<file path="config.mk">
export PLATFORM = sky130hd
export DESIGN_NAME = s2_sample_accumulator
export DESIGN_NICKNAME = d
export VERILOG_FILES = /design/src/rtl/s2_sample_accumulator.sv
export SDC_FILE = /design/constraint.sdc
export NUM_CORES = 1
export LEC_CHECK = 0
export ABC_AREA = 1
export ABC_CLOCK_PERIOD_IN_PS = 1900
export BUFFER_PORTS_ARGS = -buffer_cell sky130_fd_sc_hd__buf_2
export CAP_MARGIN = 25
export CORE_UTILIZATION = 54
export CTS_CLUSTER_SIZE = 20
export DETAILED_ROUTE_END_ITERATION = 8
export HOLD_SLACK_MARGIN = 0.12
export PLACE_DENSITY_LB_ADDON = 0.1
export SLEW_MARGIN = 40
export SYNTH_ARGS = -nofsm -noshare
export SYNTH_HDL_FRONTEND = slang
export SYNTH_SLANG_ARGS = --single-unit
export TNS_END_PERCENT = 50
</file>
<file path="constraint.sdc">
create_clock -name CLK -period 1.9 [get_ports CLK]
set_input_delay 0.38 -clock CLK [delete_from_list [all_inputs] [get_ports CLK]]
set_output_delay 0.38 -clock CLK [all_outputs]
set_load 0.03 [all_outputs]
</file>
<file path="src/rtl/s2_sample_accumulator.sv">
// ---------------------------------------------------------------------------
// s2_sample_accumulator
//
// Purpose:
//   Downstream consumer of the S2 mux-register stage. It collects a burst of
//   DEPTH = 2**LOGD qualified samples. For that burst it produces the running
//   sum, a shift-based average, and the maximum and minimum sample. A
//   busy/done handshake reports progress to the controlling logic.
//
// Parameters:
//   N     - sample width; must match the S2 stage output width
//   LOGD  - log2 of the burst length (LOGD >= 1)
//
// Ports:
//   CLK        in   1        system clock, rising edge
//   CLR        in   1        asynchronous active-high reset, clears everything
//   start      in   1        begin a new burst (level, sampled on CLK)
//   din_valid  in   1        din is a qualified sample this cycle
//   din        in   N        sample word from the S2 stage
//   busy       out  1        high while accumulating
//   done       out  1        one-cycle pulse when the burst is complete
//   sum        out  N+LOGD   running / final sum of accepted samples
//   avg        out  N        final sum >> LOGD (truncating)
//   max_val    out  N        largest accepted sample of the burst
//   min_val    out  N        smallest accepted sample of the burst
//   cnt        out  LOGD+1   samples accepted in the current burst
// ---------------------------------------------------------------------------
module s2_sample_accumulator #(
  parameter int N    = 5,
  parameter int LOGD = 3
) (
  input  logic              CLK,
  input  logic              CLR,
  input  logic              start,
  input  logic              din_valid,
  input  logic [N-1:0]      din,
  output logic              busy,
  output logic              done,
  output logic [N+LOGD-1:0] sum,
  output logic [N-1:0]      avg,
  output logic [N-1:0]      max_val,
  output logic [N-1:0]      min_val,
  output logic [LOGD:0]     cnt
);

  localparam int SW    = N + LOGD;
  localparam int CW    = LOGD + 1;
  localparam int DEPTH = 1 << LOGD;

  // Count value at which the next accepted sample completes the burst.
  localparam logic [CW-1:0] LAST_CNT = CW'(DEPTH - 1);

  typedef enum logic [1:0] {
    IDLE = 2'd0,
    ACC  = 2'd1,
    DONE = 2'd2
  } state_t;

  state_t          state_q, state_d;
  logic [SW-1:0]   sum_q, sum_d;
  logic [N-1:0]    avg_q, avg_d;
  logic [N-1:0]    max_q, max_d;
  logic [N-1:0]    min_q, min_d;
  logic [CW-1:0]   cnt_q, cnt_d;
  logic            busy_q, busy_d;
  logic            done_q, done_d;

  logic [SW-1:0]   sum_acc;
  logic            burst_begin;

  // Sum including the current sample. SW bits cannot overflow for DEPTH
  // samples of N bits, so no saturation is needed.
  assign sum_acc = sum_q + {{LOGD{1'b0}}, din};

  // A new burst can only be launched from IDLE or straight out of DONE.
  // In ACC the start input is deliberately ignored.
  assign burst_begin = start && ((state_q == IDLE) || (state_q == DONE));

  // State and result registers. Every output comes from one of these flops.
  always_ff @(posedge CLK or posedge CLR) begin
    if (CLR) begin
      state_q <= IDLE;
      sum_q   <= '0;
      avg_q   <= '0;
      max_q   <= '0;
      min_q   <= '0;
      cnt_q   <= '0;
      busy_q  <= 1'b0;
      done_q  <= 1'b0;
    end else begin
      state_q <= state_d;
      sum_q   <= sum_d;
      avg_q   <= avg_d;
      max_q   <= max_d;
      min_q   <= min_d;
      cnt_q   <= cnt_d;
      busy_q  <= busy_d;
      done_q  <= done_d;
    end
  end

  // Next-state and next-result logic. Results hold unless something below
  // updates them. This keeps the previous burst visible in IDLE.
  always_comb begin
    state_d = state_q;
    sum_d   = sum_q;
    avg_d   = avg_q;
    max_d   = max_q;
    min_d   = min_q;
    cnt_d   = cnt_q;

    unique case (state_q)
      IDLE: begin
        if (start) begin
          state_d = ACC;
        end
      end

      ACC: begin
        if (din_valid) begin
          sum_d = sum_acc;
          cnt_d = cnt_q + 1'b1;
          if (din > max_q) begin
            max_d = din;
          end
          if (din < min_q) begin
            min_d = din;
          end
          if (cnt_q == LAST_CNT) begin
            // The average is taken from the sum that includes this final
            // sample, so it is ready on the same edge as done.
            avg_d   = sum_acc[SW-1:LOGD];
            state_d = DONE;
          end
        end
      end

      DONE: begin
        state_d = start ? ACC : IDLE;
      end

      default: begin
        state_d = IDLE;
      end
    endcase

    // Clearing on burst start overrides the holds above. Min starts at all
    // ones so that the first accepted sample always replaces it. Samples
    // seen on the start cycle are therefore never accumulated.
    if (burst_begin) begin
      sum_d = '0;
      cnt_d = '0;
      avg_d = '0;
      max_d = '0;
      min_d = '1;
    end
  end

  // The handshake flags follow the state being entered. This lets them
  // change on the same edge as the state register.
  always_comb begin
    busy_d = (state_d == ACC);
    done_d = (state_d == DONE);
  end

  assign busy    = busy_q;
  assign done    = done_q;
  assign sum     = sum_q;
  assign avg     = avg_q;
  assign max_val = max_q;
  assign min_val = min_q;
  assign cnt     = cnt_q;

endmodule
</file>
==> impl_metrics.py <==
metrics = {
    "clock_tree": {
        "cts.htree.levels": 2,
        "cts-buffers-inserted": 5,
        "max-clock-path-buffers": 2,
        "clk_root_buffer_cell": "sky130_fd_sc_hd__clkbuf_4",
        "clk_latency_ps": 330,
        "tritoncts": "yes",
        "post_cts_hold_buffer_count": 0,
        "ctsResizeCount": 0,
        "cts.sinks": 31,
        "worst_setup_hold_path_clk_slew_ps": 100,
        "post-cts-setup-buffers": 0,
    },
    "yosys": {
        "synth_flop_cell": "sky130_fd_sc_hd__dfrtp_1",
        "muxShareOfSynthArea": 0,
        "synthesis_warnings": 0,
        "synth_seq_cells": 31,
        "mappedNetlistArea_sq_mm": 0.00183,
        "netlist_top_cells_count": "sky130_fd_sc_hd__nand2_1, sky130_fd_sc_hd__dfrtp_1, sky130_fd_sc_hd__inv_1, sky130_fd_sc_hd__nand3_1, sky130_fd_sc_hd__ha_1",
        "postSynth.asyncResetShare": 1.00,
        "synthCells": 228,
        "leading_cell_type_by_number_of_instances_after_synthesis": "sky130_fd_sc_hd__nand2_1",
        "post_synth.cell_area_avg_sq_um": 8.04,
        "synth_area_leader_cell": "sky130_fd_sc_hd__dfrtp_1",
        "synthTopCellsByArea": "sky130_fd_sc_hd__dfrtp_1, sky130_fd_sc_hd__nand2_1, sky130_fd_sc_hd__ha_1",
        "synth_fp_nets": 253,
        "number_of_flops_mapped_to_enable_cells_by_yosys": 0,
        "largest_family_of_logic_cells_by_synthesized_area": "simple AND/OR/NAND/NOR gates",
        "ys_types": 28,
        "synthXorXnorAreaFrac": 0.00955,
        "fraction_of_the_mapped_netlist_area_in_simple_logic_gates": 0.312,
        "synth.yosys.seq_area_share": 0.423,
        "netlist.area_leader.share": 0.423,
        "synthAdderAreaFrac": 0.113,
        "compound_cell_area_share_of_the_yosys_netlist": 0.0607,
    },
    "setup_path": {
        "startpoint_class_of_the_critical_path": "flop",
        "critPathSlowestCell": "sky130_fd_sc_hd__fa_1",
        "crit_family": "adder cells",
        "crit_path_frequent_cell": "sky130_fd_sc_hd__nand2_1",
        "timing.critical_path.required_ps": 2110,
        "critical_path_s_largest_stage_delay_ps": 440,
        "crit_buf_inv": 0,
        "crit_path_cell_trace": "ha_1 > fa_1 > nand2_1 > nand3_1 > nand2_1 > nand2_1 > nand3_1 > nand2_1",
        "largest_fanout_on_the_critical_path": 3,
        "critPathArrivalTime_ps": 1860,
        "cp-end-kind": "flop",
        "crit_type": "reg -> reg",
    },
    "grt": {
        "grt_pass1_vias": 1456,
        "antenna_found_initial": 0,
        "overflow": 0,
        "groute.usage.overall": 0.250,
        "grt_max_degree": 32,
        "grt_first_pass_wirelength_mm": 6.56,
    },
    "power_and_ir_drop": {
        "power.ir.vdd_worst_uv": 795,
        "power_density_mw_per_mm2": 1770,
        "cellLeakagePower_nw": 1.28,
    },
    "place": {
        "number_of_buffers_added_on_ports": 37,
        "gp_routability_congestion": 0.817,
        "place_hpwl_mm": 3.00,
        "placedCellCount": 309,
    },
    "routing": {
        "drt-wirelength-per-cell_um": 12.3,
        "routed_wl_mm": 3.90,
        "detailroute.via_count": 1654,
        "detailedRoute.firstPassIterationCount": 4,
        "post-route-drc-count": 0,
        "detailed_route_vias_per_instance": 5.22,
        "drt-initial-drc-count": 71,
        "ant_nets": 0,
    },
    "sta": {
        "finalMaxSlewViolations": 0,
        "finalSetupViolations": 0,
        "slew_headroom": 0.734,
        "tightestPinTransition_ps": 399,
        "skew_ps": 11.6,
        "period_minus_slack_ps": 1640,
        "period_share": 0.864,
        "fin_tns_setup_ps": 0,
        "timing_hold_violations_final": 0,
        "setup_repair_after_global_routing_missed_its_margin": "false",
        "max_clock_freq_mhz": 609,
    },
    "floorplan": {
        "die-area_sq_mm": 0.00363,
        "die_y_um": 60.3,
        "fp-row-count": 20,
        "fp.coreArea_sq_mm": 0.00313,
        "die_width_um": 60.3,
        "design.portCount": 38,
        "start_util": 0.586,
    },
    "flow_run": {
        "max_cap_violations": 0,
    },
    "finish": {
        "finish.cell_count_without_fillers": 317,
        "nets": 297,
        "syn_to_final_growth_pct": 17.9,
        "layout.filler_cells": 267,
        "fraction_of_layout_cells_with_a_size_suffix_above_1": 0.234,
        "number_of_antenna_diodes": 0,
    },
    "min_path": {
        "timing.hold.worst.class": "in -> async",
    },
    "run_status": {
        "outcome": "finished, final reports clean",
    },
}
## worst paths after layout
check                      startpoint    endpoint  slack, ps  depth (start not counted)
hold reg to reg                avg[3]      avg[3]        480                          2
max in group asynchronous         CLR      sum[3]       1480                          3
hold / removal                    CLR      avg[1]        120                          3
setup / recovery               sum[0]      sum[6]        260                          8
min in group CLK               din[0]  max_val[0]        300                          3
setup reg to reg               sum[0]      sum[6]        260                          8
## state kept, by name, summed over array words and instances (netlist names)
| register | count |
|---|---|
| cnt | 4 |
| sum | 8 |
| min_val | 5 |
| done | 1 |
| state_q | 2 |
| busy | 1 |
| max_val | 5 |
| avg | 5 |
## area by class of cell
cell class	instances	area [sq um]	area share
clock buffers	6	51.3	0.0237
clock inverters	2	35.0	0.0162
inverters	34	130	0.0602
multi-input cells	160	908	0.420
repair buffers	40	208	0.0960
well taps	44	55.1	0.0254
flip-flops and latches	31	776	0.359
## cell families after synthesis
group / count (synthesis)
AOI/OAI and AO/OA: 17
DFF: 31
adders and majority gates: 16
xor gates and xnor gates: 2
and+or+nand+nor: 125
buffers and inverters: 37
## routing by layer
metal,routed length [um],track usage
met1,1900,0.352
met2,1820,0.374
met3,154,0.0714
met4,23,0.0664
met5,0,0
## worst min-delay path, cell delays in order
cell	delay (ps)
sky130_fd_sc_hd__buf_2	90
sky130_fd_sc_hd__inv_1	40
sky130_fd_sc_hd__buf_4	360
## layout by cell type, fill, tap and decap left out, types with 5 or more instances in the layout
cell / count
sky130_fd_sc_hd__clkbuf_4: 5
sky130_fd_sc_hd__nand2_1: 71
sky130_fd_sc_hd__nor2_1: 9
sky130_fd_sc_hd__nand3_1: 27
sky130_fd_sc_hd__nand4_1: 6
sky130_fd_sc_hd__inv_1: 31
sky130_fd_sc_hd__ha_1: 15
sky130_fd_sc_hd__or2_2: 5
sky130_fd_sc_hd__buf_2: 37
sky130_fd_sc_hd__dfrtp_1: 31
## metrics by stage
stage,area [sq um],util,hold WS [ps],setup slack [ps],total power [W]
3_5_place_dp,2080,0.664,461,125,0.00331
5_1_grt,2160,0.692,123,105,0.00418
6_report,2160,0.692,120,259,0.00383
3_3_place_gp,2080,0.664,460,124,0.00326
4_1_cts,2160,0.692,120,247,0.00385
2_1_floorplan,1830,-,484,268,0.00274
## report_power, final
group	switching, W	leakage [nW]	internal (W)	total, W
combinational	0.00141	0.847	0.000694	0.00211
clock	0.000231	0.0482	0.000311	0.000541
sequential	0.000240	0.390	0.000941	0.00118
total	0.00188	1.28	0.00195	0.00383
Power figures use the tool's default switching activity.
